## src/rtl/router_dst_arbiter.sv

```systemverilog
// Destination-side read scheduler: round-robin picks one router FIFO per packet and
// merges its header/payload/parity bytes into a single ready/valid stream.
module router_dst_arbiter #(
    parameter int unsigned NUM_PORTS = 3,
    parameter int unsigned DATA_W    = 8,
    parameter int unsigned LEN_W     = 6
) (
    input  logic                          clk,
    input  logic                          rstn,
    input  logic [NUM_PORTS-1:0]          valid_out,
    input  logic [NUM_PORTS*DATA_W-1:0]   dout,
    output logic [NUM_PORTS-1:0]          read_enb,
    output logic [DATA_W-1:0]             m_data,
    output logic                          m_valid,
    input  logic                          m_ready,
    output logic                          m_sop,
    output logic                          m_eop,
    output logic [1:0]                    grant,
    output logic                          busy
);

    localparam int unsigned RemW = LEN_W + 1;

    typedef enum logic [1:0] {StIdle, StHdr, StHdrWait, StBody} state_e;

    typedef struct packed {
        logic [DATA_W-1:0] data;
        logic              sop;
        logic              eop;
    } entry_t;

    state_e             state_q, state_d;
    logic [1:0]         grant_q, grant_d;
    logic               busy_q, busy_d;
    logic [RemW-1:0]    rem_q, rem_d;
    logic               inflight_q, inflight_d;
    logic [1:0]         inflight_port_q, inflight_port_d;
    logic               inflight_sop_q, inflight_sop_d;
    logic               inflight_eop_q, inflight_eop_d;

    entry_t             buf_q [2];
    entry_t             buf_d [2];
    logic               wr_ptr_q, wr_ptr_d;
    logic               rd_ptr_q, rd_ptr_d;
    logic [1:0]         occ_q, occ_d;

    logic [DATA_W-1:0]  port_data [NUM_PORTS];
    logic [DATA_W-1:0]  arr_data;
    logic [RemW-1:0]    hdr_len;
    logic [RemW-1:0]    rem_eff;
    logic [1:0]         rr_sel;
    logic               rr_found;
    logic [2:0]         cand;
    logic               pop;
    logic               credit;
    logic               issue_state;
    logic               issue;
    logic               issue_sop;
    logic               issue_eop;

    always_comb begin
        for (int p = 0; p < NUM_PORTS; p++) begin
            port_data[p] = dout[p*DATA_W +: DATA_W];
        end
    end

    // The byte arriving this cycle belongs to the port that was read last cycle.
    assign arr_data = port_data[inflight_port_q];
    assign hdr_len  = {1'b0, arr_data[DATA_W-1 -: LEN_W]} + RemW'(1);
    assign rem_eff  = (state_q == StHdrWait) ? hdr_len : rem_q;

    assign pop     = m_valid && m_ready;
    assign credit  = ({1'b0, occ_q} + {2'b0, inflight_q}) < (3'd2 + {2'b0, pop});

    // HDR_WAIT may issue the first payload read in the same cycle the header lands.
    assign issue_state = (state_q == StHdr)
                      || (state_q == StBody && rem_q != '0)
                      || (state_q == StHdrWait && inflight_q);
    assign issue     = issue_state && valid_out[grant_q] && credit;
    assign issue_sop = (state_q == StHdr);
    assign issue_eop = (state_q != StHdr) && (rem_eff == RemW'(1));

    always_comb begin
        read_enb = '0;
        if (issue) begin
            read_enb[grant_q] = 1'b1;
        end
    end

    always_comb begin
        rr_sel   = grant_q;
        rr_found = 1'b0;
        cand     = '0;
        for (int unsigned i = 1; i <= NUM_PORTS; i++) begin
            cand = {1'b0, grant_q} + 3'(i);
            if (cand >= 3'(NUM_PORTS)) begin
                cand = cand - 3'(NUM_PORTS);
            end
            if (!rr_found && valid_out[cand[1:0]]) begin
                rr_found = 1'b1;
                rr_sel   = cand[1:0];
            end
        end
    end

    always_comb begin
        state_d         = state_q;
        grant_d         = grant_q;
        busy_d          = busy_q;
        rem_d           = rem_q;
        inflight_d      = issue;
        inflight_port_d = grant_q;
        inflight_sop_d  = issue_sop;
        inflight_eop_d  = issue_eop;
        unique case (state_q)
            StIdle: begin
                if (rr_found) begin
                    grant_d = rr_sel;
                    busy_d  = 1'b1;
                    state_d = StHdr;
                end
            end
            StHdr: begin
                if (issue) begin
                    state_d = StHdrWait;
                end
            end
            StHdrWait: begin
                if (inflight_q) begin
                    rem_d = issue ? hdr_len - RemW'(1) : hdr_len;
                    if (issue && hdr_len == RemW'(1)) begin
                        state_d = StIdle;
                        busy_d  = 1'b0;
                    end else begin
                        state_d = StBody;
                    end
                end
            end
            StBody: begin
                if (issue) begin
                    rem_d = rem_q - RemW'(1);
                    if (rem_q == RemW'(1)) begin
                        state_d = StIdle;
                        busy_d  = 1'b0;
                    end
                end
            end
            default: state_d = StIdle;
        endcase
    end

    always_comb begin
        buf_d    = buf_q;
        wr_ptr_d = wr_ptr_q;
        rd_ptr_d = rd_ptr_q;
        if (inflight_q) begin
            buf_d[wr_ptr_q] = '{data: arr_data, sop: inflight_sop_q, eop: inflight_eop_q};
            wr_ptr_d        = ~wr_ptr_q;
        end
        if (pop) begin
            rd_ptr_d = ~rd_ptr_q;
        end
        occ_d = occ_q + {1'b0, inflight_q} - {1'b0, pop};
    end

    always_ff @(posedge clk or negedge rstn) begin
        if (!rstn) begin
            state_q         <= StIdle;
            grant_q         <= 2'(NUM_PORTS - 1);
            busy_q          <= 1'b0;
            rem_q           <= '0;
            inflight_q      <= 1'b0;
            inflight_port_q <= '0;
            inflight_sop_q  <= 1'b0;
            inflight_eop_q  <= 1'b0;
            wr_ptr_q        <= 1'b0;
            rd_ptr_q        <= 1'b0;
            occ_q           <= '0;
            for (int i = 0; i < 2; i++) begin
                buf_q[i] <= '0;
            end
        end else begin
            state_q         <= state_d;
            grant_q         <= grant_d;
            busy_q          <= busy_d;
            rem_q           <= rem_d;
            inflight_q      <= inflight_d;
            inflight_port_q <= inflight_port_d;
            inflight_sop_q  <= inflight_sop_d;
            inflight_eop_q  <= inflight_eop_d;
            wr_ptr_q        <= wr_ptr_d;
            rd_ptr_q        <= rd_ptr_d;
            occ_q           <= occ_d;
            for (int i = 0; i < 2; i++) begin
                buf_q[i] <= buf_d[i];
            end
        end
    end

    assign m_valid = (occ_q != '0);
    assign m_data  = buf_q[rd_ptr_q].data;
    assign m_sop   = buf_q[rd_ptr_q].sop;
    assign m_eop   = buf_q[rd_ptr_q].eop;
    assign grant   = grant_q;
    assign busy    = busy_q;

endmodule

```

## config.mk

```make
export PLATFORM = sky130hd
export DESIGN_NAME = router_dst_arbiter
export DESIGN_NICKNAME = d
export VERILOG_FILES = /design/src/rtl/router_dst_arbiter.sv
export SDC_FILE = /design/constraint.sdc
export NUM_CORES = 1
export LEC_CHECK = 0
export ABC_AREA = 0
export CORE_ASPECT_RATIO = 0.7
export CORE_UTILIZATION = 30
export DETAILED_ROUTE_END_ITERATION = 10
export GPL_TIMING_DRIVEN = 0
export SYNTH_ARGS = -nofsm -noshare
export SYNTH_HDL_FRONTEND = slang
export SYNTH_SLANG_ARGS = --single-unit
```

## constraint.sdc

```tcl
create_clock -name clk -period 4.5 [get_ports clk]
set_input_delay 1.35 -clock clk [delete_from_list [all_inputs] [get_ports clk]]
set_output_delay 1.35 -clock clk [all_outputs]
set_load 0.05 [all_outputs]
```

Yosys cells after proc, flatten, opt, wreduce, memory -nomap -nowiden. Index checks and enable logic that the tools add are counted.

Register bits after elaboration: 41. Latch bits: 0. Memory bits (writable): 0. ROM bits: 0. Output and inout bits: 17. Logic and storage cells: 133. Memories: 0.

Add/sub/neg operators: 13. Multipliers: 0. Div/mod/pow operators: 0. $lt $le $gt $ge: 13. Eq/ne operators: 13. Shift operators: 0. Muxes and demuxes: 47. Bitwise logic cells: 5. Reduce and logical (&&, ||, !) cells: 25.

Operator list (number): two-way mux 10 bit (4); two-way mux 7 bit (4); two-way mux 2 bit (12); equality test 7 x 1 -> 1 bit, second input constant (3); bitwise mux 20 bit (1); binary-select mux 8 bit (select 2 bit) (1); two-way mux 8 bit (2); one-hot mux 7 bit (2 select lines) (1); subtractor 7 x 1 -> 7 bit, second input constant (2); two-way mux 1 bit (13); < comparator 2 x 3 -> 1 bit, second input constant (4); logical AND 1 bit (11); demux 10 bit (select 1 bit) (1); >= comparator 3 x 2 -> 1 bit, second input constant (3); binary-select mux 1 bit (select 2 bit) (4); != test 2 bit, second input constant (4); one-hot mux 2 bit (4 select lines) (1); adder 6 x 1 -> 7 bit, second input constant (1); nonzero test 7 bit (1); adder 2 x 2 -> 3 bit, second input constant (2); != test 2 x 1 -> 1 bit, second input constant (3); AND reduction 3 bit (2); AND reduction 6 bit (1); nonzero test 3 bit (2); 24 further kinds (33).

Logic depth before layout (Yosys ltp).
Depth after elaboration: 14. Mapped depth: 11. Mapped depth without buffers: 10.

Worst setup path after synthesis. Ideal clock, no wire load.

Path type: input port to output port. Start: input port m_ready. End: output port read_enb[0]. Arrival time: 2.537 ns. Data required time: 3.150 ns. Slack: 0.613 ns. Stages on the path: 6. Buffers on the path: 2. Path through: o21ai_1 o21ai_0 and3b_1 buf_2 buf_2 and3_1.

Longest elaborated chain between the ends: 5.

Ends and longest elaborated chain: start, declared (line 15) `input logic m_ready,`; logical AND 1 bit (line 72) `assign pop = m_valid && m_ready;`; adder 2 x 1 -> 3 bit (line 73) `assign credit = ({1'b0, occ_q} + {2'b0, inflight_q}) < (3'd2 + {2'b0, pop});`; < comparator 3 bit (line 73); logical AND 1 bit (line 79) `assign issue = issue_state && valid_out[grant_q] && credit;`; two-way mux 3 bit (line 85) `if (issue) begin`; end, declared (line 12) `output logic [NUM_PORTS-1:0] read_enb,`.

Every way passes these cells.

Worst setup path in the final report.
Start: input port valid_out[2]. End: output port read_enb[0].

Longest elaborated chain between the ends: 5.

Ends and longest elaborated chain: start, declared (line 10) `input logic [NUM_PORTS-1:0] valid_out,`; binary-select mux 1 bit (select 2 bit) (line 79); two-way mux 1 bit (not written as such) (line 79); logical AND 1 bit (2 in series) (line 79); two-way mux 3 bit (line 85).

Every way passes these cells. The select of a mux whose other input is x is not followed.

==> flow_summary.toml <==
[synthesis]
syn_inst = 282
synth_cell_types = 62
ff_latch_count_synth = 41
synth_nets = 324
sequential_to_total_area_share_from_yosys_stat_pct = 37.7
ys_warns = 0
number_of_enable_type_register_cells_in_the_synthesized_netlist = 0
synthArstFlopShare_pct = 100
mapped_avg_cell_area_um2 = 9.66
syn-cell-area_mm2 = 0.00272
synth_flop_cell = "sky130_fd_sc_hd__dfrtp_1"

[global_routing]
grt_pass1_vias = 2287
grt_usage_pct = 15.5
maximum_number_of_pins_on_one_net_before_global_route_repair = 24
global_route_wire_length_before_repair_um = 11200
grt_antenna_before_repair = 0
grt-ovfl-total = 0

[outcome]
outcome = "finished clean"

[floorplanning]
die_y_um = 81.7
floorplan.initialDensity_pct = 31.6
io_pins = 47
core_region_mm2 = 0.00862
placement_rows = 28
die_w_um = 116
die_area_mm2 = 0.00947

[placement]
detailedPlacementHpwl_um = 5090
gpl.final_weighted_congestion = 0.833
post-place-cells = 449
portBuffers = 46

[sta]
whs_ps = 456
slew_viol_final = 0
tightest_slew_ps = 665
rsz0062_at_grt = "false"
timing.max_slew.rel_slack_pct = 55.7
report.final.hold_viol_count = 0
fin_crit_ps = 4310
max_clock_freq_mhz = 232
setup_viol = 0
skew_ps = 5.77
setup-tns-final_ps = 0
post-route-period-util_pct = 95.8

[cells_and_area]
most_used_cells_in_the_layout_excluding_fill_and_tap_cells = "41 x sky130_fd_sc_hd__clkdlybuf4s50_1, 40 x sky130_fd_sc_hd__dfrtp_1, 24 x sky130_fd_sc_hd__nor2_1, 21 x sky130_fd_sc_hd__nand2_1, 21 x sky130_fd_sc_hd__o21ai_0"
finish.utilization_pct = 40.7
antennaDiodeCount = 0
post_layout_nonfiller_instances = 455
leading_cell_type_in_the_layout_fill_and_taps_excluded = "sky130_fd_sc_hd__clkdlybuf4s50_1"
post_route_cells_drive_above_1_share_pct = 16.7
num-nets-final = 377
area_growth_syn_to_layout_pct = 28.8

[cts]
clk_pin_slew_worst_paths_ps = 60
skew_pair_late_insertion_delay_ps = 280
cts_tree = "yes"
cts_root_buffer = "sky130_fd_sc_hd__clkbuf_16"
cts.sinks = 41
cts_htree_levels = 2
numCtsBuffers = 5
clock_path_buffers = 2
post-cts-setup-buffers = 0

[routing]
drt_initial_violations = 69
via_per_inst = 5.03
wl_per_cell_um = 14.3
via_count = 2290
drc = 0
detail-route-antenna-nets = 0
pre_repair_dr_iteration_count = 4
totalWireLength_um = 6520

[pwr]
report.power.total_w = 0.00269
total_leakage_power_nw = 1.47
power.density_cell_area_mw_per_mm2 = 767
ir_drop_mv = 0.299

[job]
timing.max_cap.violations = 0

[hold_path]
worst_hold_path_type = "reg2reg"
hp-start = "grant[1]$_DFFE_PN1P_"
min_to = "inflight_port_q[1]$_DFF_PN0_"
whs_path_depth = 0

[setup_path]
slowest_stage = "sky130_fd_sc_hd__clkdlybuf4s50_1"
timing.critical_path.required_ps = 3150
r2r-end = "rem_q[0]$_DFFE_PN0P_"
startpoint_of_the_worst_slack_reg_to_reg_timing_path = "inflight_q$_DFF_PN0_"
worstPathCellList = "clkdlybuf4s50_1 -> mux2i_1 -> o22ai_1 -> and3b_1 -> clkbuf_4 -> and3_1 -> buf_4"
critPathKind = "in2out"
r2r.worst_path.cells = 8
critical_path.max_stage_delay_ps = 550
regToRegSetupSlack_ps = 1970
largest_driver_fanout_on_the_critical_path = 15
start_kind = "primary input"
setup_crit_end_kind = "output pin"
arrival_ps = 2960
-- critical path: cells and delay by family --
| family | cells | cell delay (ps) |
|---|---|---|
| and+or+nand+nor | 2 | 370 |
| AOI/OAI and AO/OA | 1 | 160 |
| muxes | 1 | 100 |
| buffers and inverters | 3 | 1000 |
-- report_power, final --
part	internal [W]	total (W)	leakage (nW)	switching, W
clock network	0.000257	0.000400	0.0797	0.000143
logic	0.000649	0.00163	0.904	0.000982
registers	0.000532	0.000662	0.491	0.000130
total	0.00144	0.00269	1.47	0.00125
-- per-layer routing --
metal	share of wire, %	vias up	global-route usage [%]
met5	0	-	0
met4	1.5	0	5.38
met3	3.6	6	2.73
met2	42	62	23.9
met1	53	1106	21.8
li1	-	1116	-
-- synth_stat cells (all sizes together), types with 5 or more instances --
cell | number | area (µm²)
a21oi | 15 | 78.8
and2 | 5 | 32.5
and3 | 5 | 36.3
buf | 8 | 65.1
clkbuf | 5 | 18.8
dfrtp | 40 | 1000
ha | 12 | 150
inv | 13 | 51.3
mux2 | 17 | 191
mux2i | 10 | 104
nand2 | 22 | 90.1
nand3 | 5 | 25.0
nor2 | 24 | 90.1
nor3 | 13 | 76.3
o21ai | 24 | 120
xnor2 | 10 | 87.6
-- cell type report --
class	count	area, µm²
Fill cell	884	5110
Buffer	12	81.3
Inverter	13	51.3
Timing Repair Buffer	47	478
Clock buffer	5	125
Sequential cell	41	1030
Multi-Input combinational cell	215	1560
Clock inverter	2	35.0
Tap cell	120	150
-- metrics by stage --
stage | setup WS, ps | instance area (µm²)
2_1_floorplan | 613 | 2720
3_3_place_gp | -642 | 3330
3_5_place_dp | -639 | 3360
4_1_cts | 21.7 | 3510
5_1_grt | 66.5 | 3510
6_report | 187 | 3510
-- timing repair --
item,CTS,global route
hold buffers,0,0
setup endpoints to repair,3,3
resized for setup,19,2
-- logic make-up after synthesis --
group / Yosys count / share of synthesized area, %
buf+inv: 26 / 4.96
mux: 27 / 10.8
xor+xnor: 12 / 3.86
flops: 41 / 37.7
simple gates: 93 / 18.1
compound gates: 71 / 19.0
fa+ha+maj: 12 / 5.51
-- worst max-delay path by stage --
stage	start	end	cells past startpoint	slack (ps)
final	valid_out[2]	read_enb[0]	7	190
after global routing	valid_out[0]	read_enb[0]	7	70
after CTS	valid_out[1]	read_enb[0]	8	20
after detailed placement	valid_out[1]	read_enb[0]	8	-640
after global placement	valid_out[2]	read_enb[0]	8	-640
after floorplan	m_ready	read_enb[0]	6	610
-- sequential cells by signal, indices dropped and copies added (netlist names) --
register / flops
inflight_sop_q: 1
inflight_port_q: 2
wr_ptr_q: 1
inflight_eop_q: 1
occ_q: 2
busy: 1
buf_q: 20
rem_q: 7
state_q: 2
inflight_q: 1
rd_ptr_q: 1
grant: 2
Note: power is estimated with default switching activity, not from simulation.
